--- config.mk ---
export PLATFORM = sky130hd
export DESIGN_NAME = fetch_queue_flat
export DESIGN_NICKNAME = d
export VERILOG_FILES = /design/src/rtl/fetch_queue_if.sv /design/src/rtl/fetch_queue.sv /design/src/flat_wrapper.sv
export SDC_FILE = /design/constraint.sdc
export NUM_CORES = 1
export LEC_CHECK = 0
export BUFFER_PORTS_ARGS = -buffer_cell sky130_fd_sc_hd__buf_2
export CAP_MARGIN = 20
export CORE_AREA = 4 4 161 226
export CTS_CLUSTER_SIZE = 16
export DETAILED_ROUTE_END_ITERATION = 7
export DIE_AREA = 0 0 165 230
export SLEW_MARGIN = 10
export SYNTH_ARGS = -nofsm -noshare
export SYNTH_HDL_FRONTEND = slang
export SYNTH_SLANG_ARGS = --single-unit
--- constraint.sdc ---
create_clock -name clk -period 3 [get_ports clk]
set_input_delay 0.6 -clock clk [delete_from_list [all_inputs] [get_ports clk]]
set_output_delay 0.6 -clock clk [all_outputs]
set_load 0.01 [all_outputs]
--- src/rtl/fetch_queue_if.sv ---
// Handshake bundle between the fetch queue, instruction memory and decode.
// master = fetch_queue side, slave = memory/decode environment.
interface fetch_queue_if #(
    parameter int DEPTH = 4
) ();
    localparam int CW = $clog2(DEPTH) + 1;

    logic          redirect;
    logic [31:0]   redirect_pc;
    logic          imem_req;
    logic [31:0]   imem_addr;
    logic [31:0]   imem_rdata;
    logic [31:0]   inst_out;
    logic [31:0]   npc_out;
    logic          inst_valid;
    logic          inst_ready;
    logic [CW-1:0] queue_count;

    modport master (
        input  redirect, redirect_pc, imem_rdata, inst_ready,
        output imem_req, imem_addr, inst_out, npc_out, inst_valid, queue_count
    );

    modport slave (
        output redirect, redirect_pc, imem_rdata, inst_ready,
        input  imem_req, imem_addr, inst_out, npc_out, inst_valid, queue_count
    );
endinterface

--- src/rtl/fetch_queue.sv ---
// Word-addressed instruction fetch queue: issues sequential fetches while there is
// room for the reply, buffers {inst, pc+1} pairs for decode, flushes on redirect.
module fetch_queue #(
    parameter int          DEPTH    = 4,
    parameter logic [31:0] RESET_PC = 32'h0
) (
    input  logic          clk,
    input  logic          rst,
    fetch_queue_if.master fq
);
    localparam int            PW     = $clog2(DEPTH);
    localparam int            CW     = PW + 1;
    localparam logic [CW-1:0] FULL_C = CW'(DEPTH);
    localparam logic [CW-1:0] ONE_C  = CW'(1);

    logic [31:0]   r_fetch_pc;
    logic [31:0]   r_inflight_pc;
    logic          r_inflight;
    logic [PW-1:0] r_wr_ptr;
    logic [PW-1:0] r_rd_ptr;
    logic [CW-1:0] r_count;
    logic [31:0]   r_inst_mem [DEPTH];
    logic [31:0]   r_npc_mem  [DEPTH];

    logic [CW-1:0] w_occupied;
    logic          w_req;
    logic          w_valid;
    logic          w_push;
    logic          w_pop;

    // Request gating counts the in-flight reply so a returning word always has a slot.
    always_comb begin
        w_occupied = r_count + (r_inflight ? ONE_C : {CW{1'b0}});
        w_req      = 1'b0;
        if (!rst && !fq.redirect && (w_occupied < FULL_C)) begin
            w_req = 1'b1;
        end else begin
            w_req = 1'b0;
        end
        w_valid = (r_count != {CW{1'b0}}) && !rst;
        w_push  = r_inflight && !fq.redirect;
        w_pop   = w_valid && fq.inst_ready && !fq.redirect;
    end

    assign fq.imem_req    = w_req;
    assign fq.imem_addr   = r_fetch_pc;
    assign fq.inst_valid  = w_valid;
    assign fq.inst_out    = w_valid ? r_inst_mem[r_rd_ptr] : 32'h0;
    assign fq.npc_out     = w_valid ? r_npc_mem[r_rd_ptr]  : 32'h0;
    assign fq.queue_count = r_count;

    // Control state: fetch pc, in-flight tracking, pointers and occupancy.
    always_ff @(posedge clk) begin
        if (rst) begin
            r_fetch_pc    <= RESET_PC;
            r_inflight_pc <= 32'h0;
            r_inflight    <= 1'b0;
            r_wr_ptr      <= {PW{1'b0}};
            r_rd_ptr      <= {PW{1'b0}};
            r_count       <= {CW{1'b0}};
        end else if (fq.redirect) begin
            r_fetch_pc <= fq.redirect_pc;
            r_inflight <= 1'b0;
            r_wr_ptr   <= {PW{1'b0}};
            r_rd_ptr   <= {PW{1'b0}};
            r_count    <= {CW{1'b0}};
        end else begin
            r_inflight <= w_req;
            if (w_req) begin
                r_fetch_pc    <= r_fetch_pc + 32'd1;
                r_inflight_pc <= r_fetch_pc;
            end
            if (w_push) begin
                r_wr_ptr <= r_wr_ptr + {{(PW-1){1'b0}}, 1'b1};
            end
            if (w_pop) begin
                r_rd_ptr <= r_rd_ptr + {{(PW-1){1'b0}}, 1'b1};
            end
            case ({w_push, w_pop})
                2'b10:   r_count <= r_count + ONE_C;
                2'b01:   r_count <= r_count - ONE_C;
                default: r_count <= r_count;
            endcase
        end
    end

    // Entry storage; contents are only observed through the gated head outputs.
    always_ff @(posedge clk) begin
        if (!rst && w_push) begin
            r_inst_mem[r_wr_ptr] <= fq.imem_rdata;
            r_npc_mem[r_wr_ptr]  <= r_inflight_pc + 32'd1;
        end
    end

    fetch_queue_chk #(.CW(CW)) u_chk (
        .clk     (clk),
        .rst     (rst),
        .i_push  (w_push),
        .i_count (r_count),
        .i_full  (FULL_C)
    );
endmodule

// Occupancy guard: a push into a full queue means the request gating is broken.
module fetch_queue_chk #(
    parameter int CW = 3
) (
    input logic          clk,
    input logic          rst,
    input logic          i_push,
    input logic [CW-1:0] i_count,
    input logic [CW-1:0] i_full
);
    a_no_overflow: assert property (@(posedge clk) disable iff (rst) !(i_push && (i_count == i_full)));
endmodule

--- src/flat_wrapper.sv ---
// flat-port wrapper written by rule: the top's interface ports become plain ports
module fetch_queue_flat 
#(
    parameter int          DEPTH    = 4,
    parameter logic [31:0] RESET_PC = 32'h0
)
  (clk, rst, fq_redirect, fq_redirect_pc, fq_imem_rdata, fq_inst_ready, fq_imem_req, fq_imem_addr, fq_inst_out, fq_npc_out, fq_inst_valid, fq_queue_count);
  fetch_queue_if #(.DEPTH(DEPTH)) fq_i ();
  input  logic clk;
  input  logic rst;
  input wire logic [$bits(fq_i.redirect)-1:0] fq_redirect;
  input wire logic [$bits(fq_i.redirect_pc)-1:0] fq_redirect_pc;
  input wire logic [$bits(fq_i.imem_rdata)-1:0] fq_imem_rdata;
  input wire logic [$bits(fq_i.inst_ready)-1:0] fq_inst_ready;
  output wire logic [$bits(fq_i.imem_req)-1:0] fq_imem_req;
  output wire logic [$bits(fq_i.imem_addr)-1:0] fq_imem_addr;
  output wire logic [$bits(fq_i.inst_out)-1:0] fq_inst_out;
  output wire logic [$bits(fq_i.npc_out)-1:0] fq_npc_out;
  output wire logic [$bits(fq_i.inst_valid)-1:0] fq_inst_valid;
  output wire logic [$bits(fq_i.queue_count)-1:0] fq_queue_count;
  assign fq_i.redirect = fq_redirect;
  assign fq_i.redirect_pc = fq_redirect_pc;
  assign fq_i.imem_rdata = fq_imem_rdata;
  assign fq_i.inst_ready = fq_inst_ready;
  assign fq_imem_req = fq_i.imem_req;
  assign fq_imem_addr = fq_i.imem_addr;
  assign fq_inst_out = fq_i.inst_out;
  assign fq_npc_out = fq_i.npc_out;
  assign fq_inst_valid = fq_i.inst_valid;
  assign fq_queue_count = fq_i.queue_count;
  fetch_queue #(.DEPTH(DEPTH), .RESET_PC(RESET_PC)) u_core (.clk(clk), .rst(rst), .fq(fq_i));
endmodule
* After elaboration in Yosys (flattened, before gate mapping)
Memory sizes are Yosys's and may differ from the RTL's. A register that Yosys moved wholly into a read port is not among the register bits. Cells that the tools add are included.
Operators by class: add/sub/neg operators 7, $lt $le $gt $ge 1, equality and inequality tests 2, multiplexer cells 13, bitwise operators 1, reductions and logical operators 14
Operator list (count):
- two-way mux 32 bit | 4
- adder 32 x 1 -> 32 bit, second input constant | 2
- two-way mux 2 bit | 4
- logical AND 1 bit | 7
- one-hot mux 3 bit (2 select lines) | 1
- adder 2 x 1 -> 2 bit, second input constant | 2
- two-way mux 1 bit | 4
- nonzero test 2 bit | 2
- adder 3 x 1 -> 3 bit, second input constant | 1
- adder 3 bit | 1
- < comparator 3 bit, second input constant | 1
- nonzero test 3 bit | 1
- subtractor 3 x 1 -> 3 bit, second input constant | 1
- equality test 2 x 1 -> 1 bit, second input constant | 1
- equality test 2 bit, second input constant | 1
- logical NOT 1 bit | 2
- AND reduction 2 bit | 1
- OR reduction 2 bit | 1
- inverter 1 bit | 1
Storage, ports and cells: register bits after elaboration 72, memory bits (writable) 256, input port bits 68, output and inout bits 101, word-level logic and storage cells 46, memories 2
Memories:
- u_core.r_inst_mem | depth 4, bits a word 32, read ports 1, clocked after Yosys merged registers in 1, wr ports 1, line fetch_queue.sv:22 | logic [31:0] r_inst_mem [DEPTH];
- u_core.r_npc_mem | depth 4, bits a word 32, read ports 1, clocked after Yosys merged registers in 1, wr ports 1, line fetch_queue.sv:23 | logic [31:0] r_npc_mem [DEPTH];

* Logic depth before layout (Yosys ltp)
depth in word-level cells 7, depth in mapped cells 11, mapped depth without buffers 10

* Least setup slack after synthesis
Ideal clock, no wire load.
path type input to register, start point input fq_redirect, end point memory u_core.r_inst_mem[0][0] (enable), setup time 0.429 ns, data arrival time 2.400 ns, data required time 2.571 ns, path slack 0.171 ns, cell stages on the path 2, buffers on the path 0, cell sequence nor2_1 > and3_1
Between the ends: cells in the longest elaborated chain, start to end 5
RTL lines:
- start: declaration | line flat_wrapper.sv:11 | input wire logic [$bits(fq_i.redirect)-1:0] fq_redirect;
- logical NOT 1 bit | line fetch_queue.sv:41 | w_push = r_inflight && !fq.redirect;
- logical AND 1 bit | line fetch_queue.sv:41
- logical AND 1 bit | line fetch_queue.sv:89 | if (!rst && w_push) begin
- two-way mux 1 bit | line fetch_queue.sv:89
- two-way mux 1 bit (not written as such) | line fetch_queue.sv:90 | r_inst_mem[r_wr_ptr] <= fq.imem_rdata;
- end: declaration | line fetch_queue.sv:22
No other way between the ends.

==> results.toml <==
[cts]
clk-insertion-delay-late_ns = 0.55
clk_transition_reported_paths_ns = 0.06
tritoncts_clock_tree = "yes"
h-tree-depth = 1
clock_sinks = 330
max-clock-path-buffers = 3
post_cts_hold_fix_bufs = 0
cts_inserted_buffers = 31
post-cts-setup-buffer-count = 0
cts_resized = 0
cts_root_buffer = "clkbuf_16"

[floorplan]
fp.dieArea_um2 = 37950
design.core.area_um2 = 34560
initial_core_util_pct = 39.40
core.rowCount = 81
die_height_um = 230
pin_count = 169
die_w_um = 165

[synth]
synth_cells = 917
yosys.area.top_type_share_pct = 56.46
cell_types_with_the_largest_area_share_after_synthesis = "edfxtp_1 56%, dfxtp_1 11%, mux4_2 11%"
nets_in_the_synthesized_netlist = 993
ys.warnings.count = 0
post_synth.cell_area_avg_um2 = 14.85
synthDominantAreaCellType = "edfxtp_1"
synth_ff_type = "edfxtp_1"
number_of_flops_mapped_to_enable_cells_by_yosys = 256
mappedNetlistArea_um2 = 13620
ys_ff_latch = 330
yosysSeqAreaShare_pct = 67.33
synthDistinctLibCells = 49
asyncSetResetFlopFracSynth_pct = 0

[timing]
timing_hold_violations_final = 0
share_of_the_cycle_needed_by_the_critical_path_after_routing_pct = 93.20
final_skew_ns = 0.008190
timing.final.crit_period_ns = 2.796
max_freq_ghz = 0.3576
sum_neg_setup_slack_ns = 0
slew_headroom_pct = 52.78
timing_max_transition_violations_final = 0
rsz0062_at_grt = "false"
worst_slew_pin_slew_ns = 0.7018
setup-violations-final = 0

[placed_design]
io_buffers = 168
place_hpwl_mm = 18.33
placed_cells_incl_taps = 1517
routabilityCongestion = 0.8035

[pwr]
combPwrFrac_pct = 3.8
static-leakage-power_nw = 5.595
sw_ratio_pct = 21.02
power.share.clock_pct = 39.3
worst_ir_drop_vdd_mv = 0.3699
pwr_density_cell_nw_per_um2 = 554.2
power_switching_w = 0.001863
internal_dissipation_w = 0.006999
sequential_group_share_of_total_power_pct = 56.9

[detailed_routing]
drt-initial-drc-count = 333
route.detailed.wl_per_inst_um = 18.47
postRouteWirelength_mm = 29.06
vias = 8070
detail-route-antenna-nets = 0
post-route-drc-count = 0
detail_route.vias_per_cell = 5.130
dr.pass1.iters = 5

[critical_path]
startpoint_class = "flip-flop"
worstPathRequired_ns = 2.40
crit_path_cell_trace = "buf_12 -> mux4_2 -> and2_1 -> buf_2"
worst_r2r_startpoint = "u_core.fq.imem_addr[1]"
critical_path_data_arrival_time_ns = 2.20
setup.worst_path.end_class = "primary output"
critPathMaxStageDelay_ns = 0.61
worstSetupPathType = "flip-flop to primary output"
path_buf_inv = 2
critical-path-top-delay-family = "multiplexers"
path_max_fanout = 46
cpMaxStageDelayCell = "mux4_2"

[run]
drv.max_cap_violation_count = 0

[grt]
global_route_wire_length_before_repair_mm = 46.04
grt_util_all_layers_pct = 15.23
maximum_number_of_pins_on_one_net_before_global_route_repair = 65
grt_pass1_vias = 8488
grt_antenna_before_repair = 0
globalRoute.totalOverflow = 0

[cells_and_area]
finish.cell_count_without_fillers = 1573
final_core_util_pct = 46.27
final_layout_size_suffix_gt1_share_pct = 27.22
num-nets-final = 1170
diodes = 0
areaGrowthSynthToFinish_pct = 17.42

[status]
run_status = "complete, no violations"

[worst_hold_path]
worst_hold_path_type = "input port to flip-flop"
worst_hold_startpoint = "fq_imem_rdata[6]"
metrics by stage:
stage | power [W] | instance area, µm² | setup slack [ns] | hold WS [ns]
after floorplan | 0.005306 | 13620 | 0.1712 | 0.4488
after global placement | 0.005473 | 15110 | 0.6168 | 0.4711
after detailed placement | 0.005482 | 15110 | 0.5771 | 0.4683
after CTS | 0.008996 | 15990 | 0.1198 | 0.2266
after global routing | 0.009218 | 15990 | 0.04124 | 0.2274
final | 0.008861 | 15990 | 0.2039 | 0.2604
state kept, by name (all words and copies together), names as in the netlist, named ones only:
name                   flops
u_core.r_inst_mem        128
u_core.r_npc_mem         128
u_core.fq.imem_addr       32
u_core.r_inflight_pc      32
u_core.fq.queue_count      3
u_core.r_rd_ptr            2
u_core.r_wr_ptr            2
u_core.r_inflight          1
logic make-up (layout without fill, tap and decap cells):
kind of cell	Yosys count	count (layout)	synth area share (%)
adder cells (fa/ha/maj)	8	8	0.7902
AO/OA/AOI/OAI	91	91	4.080
AND/OR/NAND/NOR	307	307	11.61
multiplexers	65	65	10.66
buffers and inverters	60	260	1.792
flip-flops	330	330	67.33
XOR/XNOR	56	56	3.740
per-layer routing:
layer	routed length (µm)	track usage, %	vias to the layer above
met1	12150	19.77	3976
met2	14740	26.11	216
met5	0	0	-
met4	640	4.577	0
met3	1530	2.546	48
li1	-	-	3830
worst reg2reg max path: stages (launching register included):
cell and delay [ns]:
dfxtp_1 0.47, ha_1 0.25, and3_1 0.27, nand4_1 0.25, or4_1 0.48, or3_1 0.31
a311oi_1 0.27
final cells by class:
cell class,instances,area [µm²]
clock buffer,42,817.0
clock inverter,14,65.06
fill,3125,18570
inverter,14,52.55
multi-input combinational,527,4217
sequential,330,9174
tap,456,570.5
timing repair buffer,190,1094
cell usage after synthesis, drive strengths merged (3+ instances only):
master	count
nand3	27
a31oi	3
clkbuf	34
nand2	101
ha	7
xor2	13
xnor2	43
nand4	20
edfxtp	256
o311ai	3
a21oi	44
and3	10
o22ai	3
o21ai	9
a311oi	6
a211oi	13
dfxtp	74
o211ai	3
inv	13
nor3	9
or3	5
and4	6
and2	70
nor4	15
or4	3
mux4	64
nor2	36
buf	12
power groups by stage:
stage | logic [W] | registers [W] | clock network [W]
finish | 0.000336 | 0.00504 | 0.00348
global route | 0.000375 | 0.00505 | 0.00379
CTS | 0.000342 | 0.00504 | 0.00361
detailed placement | 0.000341 | 0.00514 | 0
global placement | 0.000333 | 0.00514 | 0
floorplan | 0.000169 | 0.00514 | 0
cell usage in the layout, fill, tap and decap left out, types with 3 or more instances in the layout:
cell / count
nor3_1: 9
buf_12: 7
nor2_1: 35
a21oi_1: 44
o22ai_1: 3
and3_1: 5
o211ai_1: 3
or4_1: 3
xnor2_1: 43
clkbuf_16: 31
nand2_1: 100
inv_1: 12
a311oi_1: 6
xor2_1: 12
clkbuf_1: 11
and3_2: 4
a31oi_1: 3
and4_1: 6
and2_1: 70
mux4_2: 64
clkinv_1: 10
ha_1: 7
nor4_1: 14
or3_1: 5
a211oi_1: 13
o21ai_0: 9
buf_4: 15
dfxtp_1: 72
edfxtp_1: 256
nand3_1: 26
nand4_1: 20
buf_2: 168
final timing paths:
path	end	slack (ns)	depth (start not counted)
worst max-delay path	fq_npc_out[15]	0.20	4
worst min-delay path	u_core.r_inst_mem[1][6]	0.26	1
worst max register to register	u_core.fq.imem_addr[28]	0.61	6
worst min register to register	u_core.r_inflight_pc[31]	0.47	2
Note: power is estimated with default switching activity, not from simulation.
